===== src/rtl/ll_reservation_table.sv =====
// ll_reservation_table: per-context LL/SC reservation tracker with granule address check and optional expiry
module ll_reservation_table #(
  parameter int NUM_CTX = 2,
  parameter int ADDR_W = 32,
  parameter int GRAN_LSB = 2,
  parameter int TIMEOUT = 0,
  localparam int CTX_W = (NUM_CTX > 1) ? $clog2(NUM_CTX) : 1
) (
  input  logic               clk,
  input  logic               rst,
  input  logic               ll_valid_i,
  input  logic [CTX_W-1:0]   ll_ctx_i,
  input  logic [ADDR_W-1:0]  ll_addr_i,
  input  logic               sc_valid_i,
  input  logic [CTX_W-1:0]   sc_ctx_i,
  input  logic [ADDR_W-1:0]  sc_addr_i,
  input  logic               st_valid_i,
  input  logic [ADDR_W-1:0]  st_addr_i,
  input  logic               exc_flg_i,
  input  logic [CTX_W-1:0]   exc_ctx_i,
  input  logic               clr_all_i,
  output logic               sc_resp_valid_o,
  output logic               sc_success_o,
  output logic [NUM_CTX-1:0] atomicbit_o
);
  localparam int TAG_W = ADDR_W - GRAN_LSB;
  localparam logic [15:0] LAST = 16'(TIMEOUT - 1);
  logic [NUM_CTX-1:0] valid_q, valid_d;
  logic [TAG_W-1:0]   tag_q [NUM_CTX];
  logic [TAG_W-1:0]   tag_d [NUM_CTX];
  logic [15:0]        cnt_q [NUM_CTX];
  logic [15:0]        cnt_d [NUM_CTX];
  logic               resp_q, succ_q;
  logic [TAG_W-1:0]   ll_tag, sc_tag, st_tag;
  logic               sc_ctx_ok, sc_ok;
  logic               unused_lsb;
  assign ll_tag = ll_addr_i[ADDR_W-1:GRAN_LSB];
  assign sc_tag = sc_addr_i[ADDR_W-1:GRAN_LSB];
  assign st_tag = st_addr_i[ADDR_W-1:GRAN_LSB];
  assign unused_lsb = ^{ll_addr_i, sc_addr_i, st_addr_i};
  assign sc_ctx_ok = int'(sc_ctx_i) < NUM_CTX;
  // SC verdict uses pre-edge state; any same-cycle kill of the target reservation makes it fail
  assign sc_ok = sc_valid_i && sc_ctx_ok && valid_q[sc_ctx_i] && tag_q[sc_ctx_i] == sc_tag &&
                 !clr_all_i && !(exc_flg_i && exc_ctx_i == sc_ctx_i) && !(st_valid_i && st_tag == sc_tag);
  // Per-entry next state in priority order: global clear, exception, LL, own SC, snooped write, expiry
  always_comb begin
    valid_d = valid_q;
    tag_d = tag_q;
    cnt_d = cnt_q;
    for (int i = 0; i < NUM_CTX; i++) begin
      if (clr_all_i || (exc_flg_i && exc_ctx_i == CTX_W'(i)))
        valid_d[i] = 1'b0;
      else if (ll_valid_i && ll_ctx_i == CTX_W'(i)) begin
        valid_d[i] = 1'b1;
        tag_d[i] = ll_tag;
        cnt_d[i] = '0;
      end else if ((sc_valid_i && sc_ctx_i == CTX_W'(i)) || (st_valid_i && st_tag == tag_q[i]) ||
                   (sc_ok && sc_tag == tag_q[i]))
        valid_d[i] = 1'b0;
      else if (valid_q[i]) begin
        if (TIMEOUT != 0 && cnt_q[i] == LAST)
          valid_d[i] = 1'b0;
        else if (cnt_q[i] != 16'hFFFF)
          cnt_d[i] = cnt_q[i] + 16'd1;
      end
    end
  end
  // State and registered SC response
  always_ff @(posedge clk or negedge rst) begin
    if (!rst) begin
      valid_q <= '0;
      tag_q <= '{default: '0};
      cnt_q <= '{default: '0};
      resp_q <= 1'b0;
      succ_q <= 1'b0;
    end else begin
      valid_q <= valid_d;
      tag_q <= tag_d;
      cnt_q <= cnt_d;
      resp_q <= sc_valid_i;
      succ_q <= sc_ok;
    end
  end
  assign sc_resp_valid_o = resp_q;
  assign sc_success_o = succ_q;
  assign atomicbit_o = valid_q;
endmodule


===== config.mk =====
export PLATFORM = sky130hd
export DESIGN_NAME = ll_reservation_table
export DESIGN_NICKNAME = d
export VERILOG_FILES = /design/src/rtl/ll_reservation_table.sv
export SDC_FILE = /design/constraint.sdc
export NUM_CORES = 1
export LEC_CHECK = 0
export ABC_AREA = 1
export BUFFER_PORTS_ARGS = -buffer_cell sky130_fd_sc_hd__buf_2
export CAP_MARGIN = 10
export CELL_PAD_IN_SITES_DETAIL_PLACEMENT = 1
export CELL_PAD_IN_SITES_GLOBAL_PLACEMENT = 1
export CORE_AREA = 2 2 119 121
export CTS_BUF_LIST = sky130_fd_sc_hd__clkbuf_4
export CTS_CLUSTER_SIZE = 14
export DETAILED_ROUTE_END_ITERATION = 10
export DIE_AREA = 0 0 121 123
export PLACE_DENSITY = 0.79
export SETUP_SLACK_MARGIN = 0.15
export SYNTH_ARGS = -nofsm -noshare
export SYNTH_HDL_FRONTEND = slang
export SYNTH_SLANG_ARGS = --single-unit

===== constraint.sdc =====
create_clock -name clk -period 1.75 [get_ports clk]
set_input_delay 0.0875 -clock clk [delete_from_list [all_inputs] [get_ports clk]]
set_output_delay 0.0875 -clock clk [all_outputs]
set_load 0.05 [all_outputs]

==> metrics.yaml <==
run_status:
  status: "finished clean"
die:
  die-area_um2: 14880
  core_area_um2: 13610
  dieWidth_um: 121
  die_y_um: 123
  initial_core_util_pct: 38.38
  row_count: 43
  io_pins: 110
timing:
  slew_headroom_pct: 73.03
  final-setup-viol-count: 0
  hold_viol: 0
  worstMarginPinSlew_ns: 0.4016
  tns_ns: 0
  hold_slack_ns: 0.03761
  fin_crit_sh_pct: 91.66
  rsz0062_at_grt: "true"
  drv_slew: 0
  skew_ns: 0.02003
  fmax_ghz: 0.6234
  period_needed_ns: 1.604
synth:
  ys_seq_elements: 64
  syn_nets: 958
  mappedNetlistArea_um2: 5224
  syn_inst: 852
  yosysSeqAreaShare_pct: 30.66
  syn_avg_cell_area_um2: 6.131
  ys_types: 24
  synth_warnings: 0
power:
  peakVddDrop_v: 0.0003847
  total_power_w: 0.005171
  p_leak_nw: 3.608
  power.density_nw_per_um2: 771.4
clock_network:
  tritoncts: "yes"
  cts-buffers-inserted: 9
  htreeDepth: 3
  clk_path_buf_depth: 2
  path_clk_slew_ns: 0.13
  cts_sinks: 64
  clkLatencyLatePin_ns: 0.47
  cts_root_buf: "clkbuf_4"
setup_path:
  critical_path.top_delay_family: "simple AND/OR/NAND/NOR gates"
  end_kind: "flip-flop"
  crit_required_ns: 2.12
  cpMaxStageDelayCell: "dfrtp_1"
  cp_num_buf_inv: 0
  crit_fanout: 4
  slowest_delay_ns: 0.44
  worstPathCellList: "xnor2_1, nand3_1, nor2_1, nand2_1, nor2_1, nor2_1, nand2_1, nand2_1"
  crit_type: "flip-flop to flip-flop"
  critPathLaunchType: "flip-flop"
  worstPathArrival_ns: 1.97
placed_design:
  place_area_um2: 6046
  hpwlAfterDp_um: 16540
  gp_congestion: 0.9487
  portBuffers: 103
grt:
  first_global_vias: 6071
  grt_max_degree: 65
  grt_pass1_wl_um: 32120
  grt.total_usage_pct: 28.82
  antenna_found_initial: 1
  gr-total-overflow: 0
cells_and_area:
  final_nets: 1117
  drive_gt1_share_pct: 19.98
  area_delta_synth_final_pct: 28.34
  design_area_um2: 6704
  diodes: 0
  nFillCells: 1883
  layout_common_cells: "315 x nand2_1, 106 x inv_1, 103 x buf_2"
  layout_commonest_cell: "nand2_1"
  multi_input_area_um2: 3199
  final_core_util_pct: 49.25
  regArea_um2: 1624
drt:
  routed_wirelength_um: 20950
  viasPerCell: 5.023
  route.detailed.drc: 0
  post_drt_wl_per_cell_um: 17.51
  antenna_left: 0
  vias: 6008
  drt_iter0_markers: 248
  firstDrtPassIters: 5
job:
  maxCapViolCount: 0
min_path:
  hp-class: "input port to flip-flop"
[through the flow]
step / setup WS (ns) / cells
global placement: 0.1302 / 1134
finish: 0.1460 / 1196
global route: 0.02106 / 1196
floorplan: 0.3096 / 852
CTS: 0.1601 / 1182
detailed placement: 0.1205 / 1134
[final timing paths]
check	from	end	slack [ns]	depth (start not counted)
max in group asynchronous	rst	tag_q[16]	1.25	3
min in group asynchronous	rst	tag_q[31]	0.17	3
worst min register to register	tag_q[33]	tag_q[33]	0.55	2
worst max register to register	tag_q[30]	atomicbit_o[0]	0.15	8
worst max-delay path	tag_q[30]	atomicbit_o[0]	0.15	8
worst min-delay path	clr_all_i	atomicbit_o[0]	0.04	6
[state kept, by name, summed over array words and instances (netlist names)]
| name | cells |
|---|---|
| tag_q | 60 |
| sc_success_o | 1 |
| atomicbit_o | 2 |
| sc_resp_valid_o | 1 |
[kinds of logic after synthesis]
group                  after synthesis  synth area share, %
buffers and inverters              128                10.01
AO/OA/AOI/OAI                      101                10.08
XOR/XNOR                            73                12.24
AND/OR/NAND/NOR                    486                37.01
flip-flops                          64                30.66
[where the power goes]
part / internal (W) / switching, W
Combinational: 0.000910 / 0.00124
Sequential: 0.00175 / 0.000364
Clock: 0.000299 / 0.000610
[what timing repair did]
item | CTS | global route
hold buffers | 32 | 0
setup endpoints to repair | 2 | 3
resized for setup | 4 | 48
cloned | 0 | 0
pin swaps | 0 | 16
hold endpoints to repair | 125 | 0
buffers inserted | 0 | 14
[area by class of cell]
| cell class | count | share of cell area (%) |
|---|---|---|
| clock buffer | 10 | 1.120 |
| clock inverter | 6 | 0.5412 |
| inverter | 111 | 6.215 |
| multi-input combinational | 660 | 47.72 |
| sequential | 64 | 24.23 |
| tap | 180 | 3.359 |
| timing repair buffer | 165 | 16.82 |
[metal layers]
layer | track usage (%) | vias to the layer above | wire length [um]
met1 | 35.52 | 2888 | 9012
met3 | 4.059 | 33 | 931
met4 | 10.97 | 0 | 540
li1 | - | 2950 | -
met2 | 51.02 | 137 | 10460
met5 | 0 | - | 0
[cell usage after synthesis, drive strengths merged]
master  instances  area share [%]
and2            1            0.12
or2             2            0.24
a21oi           5            0.48
nand4           7            0.84
and3            1            0.12
xnor2          38             6.4
dfrtp          64              31
o211ai          1            0.14
nand2         327              23
nor2           96             6.9
nor2b           1            0.12
buf             5             1.2
nand3          44             4.2
inv           111             8.0
o22ai          13             1.6
nor3            2            0.19
a21boi          1            0.14
clkbuf         12            0.86
nand3b          5            0.72
xor2           35             5.9
o21ai          81             7.8
[tightest hold or removal path, cell delays in order]
cell     delay (ns)
buf_2          0.11
a21oi_1        0.05
nand3_1        0.08
nor2_1         0.06
nand2_1        0.05
nand2_1        0.04
(Power assumes the default switching activity.)
